<file path="src/rtl/serial_pkg.sv">
// Shared types and constants for the serial bit feeder.
// SERIAL_PARITY_EN adds one even-parity bit to every frame.
package serial_pkg;

  typedef enum logic {
    IDLE  = 1'b0,
    SHIFT = 1'b1
  } ser_state_t;

  localparam logic IDLE_LEVEL = 1'b1;

  // Number of serial bits emitted per accepted word.
  function automatic int frame_len(input int width);
`ifdef SERIAL_PARITY_EN
    return width + 1;
`else
    return width;
`endif
  endfunction

endpackage

</file>
<file path="src/rtl/bit_down_counter.sv">
// Loadable down-counter that holds at zero; tracks the frame bits still to emit.
module bit_down_counter #(
  parameter int CNT_W = 4
) (
  input  logic             clock,
  input  logic             reset,
  input  logic             load,
  input  logic [CNT_W-1:0] load_value,
  input  logic             dec,
  output logic [CNT_W-1:0] count,
  output logic             zero
);

  logic [CNT_W-1:0] count_q, count_d;

  always_comb begin
    count_d = count_q;
    if (load) begin
      count_d = load_value;
    end else if (dec && (count_q != '0)) begin
      count_d = count_q - CNT_W'(1);
    end
  end

  always_ff @(posedge clock) begin
    if (reset) begin
      count_q <= '0;
    end else begin
      count_q <= count_d;
    end
  end

  assign count = count_q;
  assign zero  = (count_q == '0);

endmodule

</file>
<file path="src/rtl/serial_bit_feeder.sv">
// Parallel-to-serial front end: WIDTH-bit words out MSB-first on x, idling high.
// SERIAL_PARITY_EN appends an even-parity bit after the LSB of each word.
module serial_bit_feeder
  import serial_pkg::*;
#(
  parameter int WIDTH = 8
) (
  input  logic                          clock,
  input  logic                          reset,
  input  logic [WIDTH-1:0]              data_in,
  input  logic                          load_valid,
  output logic                          load_ready,
  output logic                          x,
  output logic                          x_valid,
  output logic                          busy,
  output logic [$clog2(WIDTH+2)-1:0]    bits_left
);

  localparam int FRAME_LEN = frame_len(WIDTH);
  localparam int CNT_W     = $clog2(WIDTH+2);
  localparam logic [CNT_W-1:0] CNT_LOAD = CNT_W'(FRAME_LEN - 1);

  ser_state_t       state_q, state_d;
  logic [WIDTH-1:0] shreg_q, shreg_d;
  logic             x_q, x_d;
  logic             x_valid_q, x_valid_d;
  logic             accept;
  logic             cnt_load;
  logic             cnt_dec;
  logic             cnt_zero;
  logic [CNT_W-1:0] cnt;

`ifdef SERIAL_PARITY_EN
  logic parity_q, parity_d;

  always_comb begin
    parity_d = parity_q;
    if (accept) begin
      parity_d = ^data_in;
    end
  end

  always_ff @(posedge clock) begin
    if (reset) begin
      parity_q <= 1'b0;
    end else begin
      parity_q <= parity_d;
    end
  end
`endif

  bit_down_counter #(
    .CNT_W (CNT_W)
  ) u_bit_down_counter (
    .clock      (clock),
    .reset      (reset),
    .load       (cnt_load),
    .load_value (CNT_LOAD),
    .dec        (cnt_dec),
    .count      (cnt),
    .zero       (cnt_zero)
  );

  // x_q always holds the bit for the current cycle; shreg_q holds the bits after it.
  always_comb begin
    load_ready = (state_q == IDLE) || cnt_zero;
    accept     = load_valid && load_ready;
    state_d    = state_q;
    shreg_d    = shreg_q;
    x_d        = x_q;
    x_valid_d  = x_valid_q;
    cnt_load   = 1'b0;
    cnt_dec    = 1'b0;

    if (accept) begin
      state_d   = SHIFT;
      shreg_d   = {data_in[WIDTH-2:0], 1'b0};
      x_d       = data_in[WIDTH-1];
      x_valid_d = 1'b1;
      cnt_load  = 1'b1;
    end else if ((state_q == SHIFT) && !cnt_zero) begin
      shreg_d   = {shreg_q[WIDTH-2:0], 1'b0};
      x_d       = shreg_q[WIDTH-1];
      x_valid_d = 1'b1;
      cnt_dec   = 1'b1;
`ifdef SERIAL_PARITY_EN
      if (cnt == CNT_W'(1)) begin
        x_d = parity_q;
      end
`endif
    end else begin
      state_d   = IDLE;
      x_d       = IDLE_LEVEL;
      x_valid_d = 1'b0;
    end
  end

  always_ff @(posedge clock) begin
    if (reset) begin
      state_q   <= IDLE;
      shreg_q   <= '0;
      x_q       <= IDLE_LEVEL;
      x_valid_q <= 1'b0;
    end else begin
      state_q   <= state_d;
      shreg_q   <= shreg_d;
      x_q       <= x_d;
      x_valid_q <= x_valid_d;
    end
  end

  assign x         = x_q;
  assign x_valid   = x_valid_q;
  assign busy      = (state_q == SHIFT);
  assign bits_left = cnt;

endmodule

</file>
<file path="config.mk">
export PLATFORM = sky130hd
export DESIGN_NAME = serial_bit_feeder
export DESIGN_NICKNAME = d
export VERILOG_FILES = /design/src/rtl/serial_pkg.sv /design/src/rtl/bit_down_counter.sv /design/src/rtl/serial_bit_feeder.sv
export SDC_FILE = /design/constraint.sdc
export NUM_CORES = 1
export LEC_CHECK = 0
export CORE_ASPECT_RATIO = 1.2
export CORE_UTILIZATION = 40
export DETAILED_ROUTE_END_ITERATION = 7
export PLACE_DENSITY = 0.78
export SLEW_MARGIN = 20
export SYNTH_ARGS = -nofsm -noshare
export SYNTH_HDL_FRONTEND = slang
export SYNTH_SLANG_ARGS = --single-unit
</file>
<file path="constraint.sdc">
create_clock -name clock -period 1.5 [get_ports clock]
set_input_delay 0.45 -clock clock [delete_from_list [all_inputs] [get_ports clock]]
set_output_delay 0.45 -clock clock [all_outputs]
set_load 0.005 [all_outputs]
</file>
==> insert_results.sql <==
INSERT INTO impl_metrics (metric_group, metric, value, unit) VALUES
('status', 'run_status', 'finished, violations left', ''),
('status', 'violations', 'negative setup slack', ''),
('critical_path', 'critical-path-slowest-cell', 'dfxtp_2', ''),
('pwr', 'part_of_the_total_power_dissipated_in_the_clock_network', '27.1', '%'),
('routing', 'routedWlPerCell', '13.7', 'µm'),
('routing', 'finalWirelength', '1640', 'µm'),
('grt', 'first_pass_grt_wire_length', '2640', 'µm'),
('critical_path', 'worstPathCellList', 'inv_2 -> ha_4 -> nor3b_4 -> nor2_2 -> inv_2 -> buf_2', ''),
('critical_path', 'crit_path_max_incr_delay', '350', 'ps'),
('grt', 'grt_antenna_before_repair', '0', ''),
('clock_network', 'ctsRootBufferMaster', 'clkbuf_4', ''),
('yosys', 'synthesis.nets', '77', ''),
('critical_path', 'critical-path-top-cell-by-count', 'inv_2', ''),
('routing', 'routed-via-count', '659', ''),
('pwr', 'ir_worst_vdd', '0.681', 'mV'),
('clock_network', 'cts_buffers', '3', ''),
('yosys', 'synth_cells', '65', ''),
('timing', 'worst_slew_pin_slew', '311', 'ps'),
('timing', 'maxSlewViolCount', '0', ''),
('floorplanning', 'die-width', '38.4', 'µm'),
('floorplanning', 'die_h', '45.6', 'µm'),
('timing', 'finalClockSkew', '1.91', 'ps'),
('pwr', 'swShare', '27.8', '%'),
('place', 'buffer_ports.inserted', '18', ''),
('floorplanning', 'fp-row-count', '15', ''),
('routing', 'first_pass_iters', '4', ''),
('yosys', 'ys.flop_type', 'dfxtp_1', ''),
('layout', 'drive_above_1_share', '42.7', '%'),
('critical_path', 'crit_fanout', '2', ''),
('worst_hold_path', 'min_path_cells', '2', ''),
('layout', 'mostFrequentLayoutCells', '18 x buf_4, 10 x clkdlybuf4s50_1, 9 x dfxtp_1', ''),
('clock_network', 'post_cts_hold_buffer_count', '0', ''),
('floorplanning', 'die_area', '1750', 'µm²'),
('timing', 'setup_ws', '-217', 'ps'),
('clock_network', 'tritoncts', 'yes', ''),
('floorplanning', 'standard_cell_core_area', '1460', 'µm²'),
('routing', 'via_count_normalized_by_instance_count', '5.49', ''),
('pwr', 'seq_power_share', '42.2', '%'),
('timing', 'timing.slew.headroom', '79.0', '%'),
('critical_path', 'crit_arrival', '1270', 'ps'),
('routing', 'detail_route.drc_violations', '0', ''),
('worst_hold_path', 'hold_path_class', 'flip-flop to flip-flop', ''),
('critical_path', 'cp_top_family', 'flip-flops', ''),
('yosys', 'synth_cell_area', '634', 'µm²'),
('timing', 'max_clock_freq', '582', 'MHz'),
('timing', 'fin_setup_tns', '-217', 'ps'),
('clock_network', 'cts_num_sinks', '14', ''),
('yosys', 'synth.yosys.seq_area_share', '44.2', '%'),
('pwr', 'switching_power', '0.284', 'mW'),
('critical_path', 'setup.worst_path.end_class', 'output pin', ''),
('routing', 'drt_iter0_drc', '8', ''),
('grt', 'grt_remaining_overflow', '0', ''),
('timing', 'timing.final.crit_share', '114', '%'),
('yosys', 'synth_edf_count', '0', ''),
('layout', 'antenna_cells', '0', ''),
('yosys', 'post_synth_num_cell_types', '25', ''),
('grt', 'grt_max_degree', '13', ''),
('critical_path', 'path_depth', '6', ''),
('timing', 'finalSetupViolCount', '1', ''),
('place', 'detailed_place.area', '953', 'µm²'),
('grt', 'grt_pass1_vias', '639', ''),
('yosys', 'synthArstFlopShare', '0', '%'),
('critical_path', 'start_kind', 'flip-flop', ''),
('pwr', 'power', '1.02', 'mW'),
('clock_network', 'clk_path_buf_depth', '2', ''),
('floorplanning', 'io-pin-count', '19', ''),
('layout', 'layout_commonest_cell', 'buf_4', ''),
('pwr', 'power-per-cell-area', '972', 'nW/µm²'),
('clock_network', 'path_clk_slew', '90', 'ps'),
('floorplanning', 'initial_core_util', '43.3', '%'),
('layout', 'syn_to_final_growth', '65.3', '%');
## layer usage
layer / GRT usage (%) / share of wire, % / vias up
met2: 42.4 / 56 / 23
met1: 22.7 / 38 / 309
li1: - / - / 322
met5: 0 / 0 / -
met4: 10.3 / 2.1 / 0
met3: 4.41 / 3.8 / 5
## cell families (layout without fill, tap and decap cells)
group	count (synthesis)	in the layout	share of synthesized area [%]
compound gates	16	16	18.3
flops	14	14	44.2
simple gates	18	18	18.0
mux	7	7	11.0
fa+ha+maj	1	1	1.97
xor+xnor	1	1	1.38
buf+inv	8	46	5.13
## path summary, 6_finish.rpt
kind	to	from	slack [ps]
setup / recovery	load_ready	u_bit_down_counter.count[1]	-220
setup reg to reg	u_bit_down_counter.count[0]	u_bit_down_counter.count[1]	40
hold reg to reg	shreg_q[1]	shreg_q[1]	560
hold / removal	shreg_q[1]	shreg_q[1]	560
## power groups by stage
stage | Combinational [mW] | Clock (mW) | Sequential, mW
floorplan | 0.132 | 0 | 0.444
global placement | 0.276 | 0 | 0.438
detailed placement | 0.285 | 0 | 0.440
CTS | 0.325 | 0.279 | 0.429
global route | 0.341 | 0.297 | 0.433
finish | 0.313 | 0.276 | 0.430
## metrics by stage
| step | worst slack [ps] | utilization, % |
|---|---|---|
| after floorplan | 0.985 | - |
| after global placement | -253 | 65.1 |
| after detailed placement | -288 | 65.1 |
| after CTS | -219 | 73.4 |
| after global routing | -270 | 71.6 |
| final | -217 | 71.6 |
## synth_stat cells (2+ instances only)
master	count	area share, %
nor2_1	2	1.2
nand3_1	2	1.6
a21oi_1	2	1.6
inv_2	2	1.2
mux2i_1	7	11
buf_2	2	1.6
nor3_1	8	6.3
dfxtp_1	14	44
inv_1	3	1.8
a211oi_1	8	9.5
## flip-flops by register name, indices dropped and copies added (netlist names)
| signal | cells |
|---|---|
| shreg_q | 7 |
| u_bit_down_counter.count | 4 |
| x_valid | 1 |
| busy | 1 |
| x | 1 |
## what timing repair did
item                                    4_1_cts  5_1_grt
hold endpoints to repair                      0        0
buffers inserted                              8        1
pin swaps                                     2        2
resized for setup                            22        0
endpoints found under the setup margin        8        8
## worst reg2reg max path, delay by kind of cell (launching register included)
kind            cells  cell delay (ps)
compound gates      2              310
fa+ha+maj           1              130
buf+inv             2              170
flops               1              340
simple gates        1              400
## cell type report
type                            count  area, µm²  area share (%)
Multi-Input combinational cell     43        364            34.7
Timing Repair Buffer               37        322            30.7
Sequential cell                    14        287            27.3
Clock buffer                        4       36.3            3.46
Tap cell                           17       21.3            2.03
Inverter                            5       18.8            1.79
(Power assumes the default switching activity.)
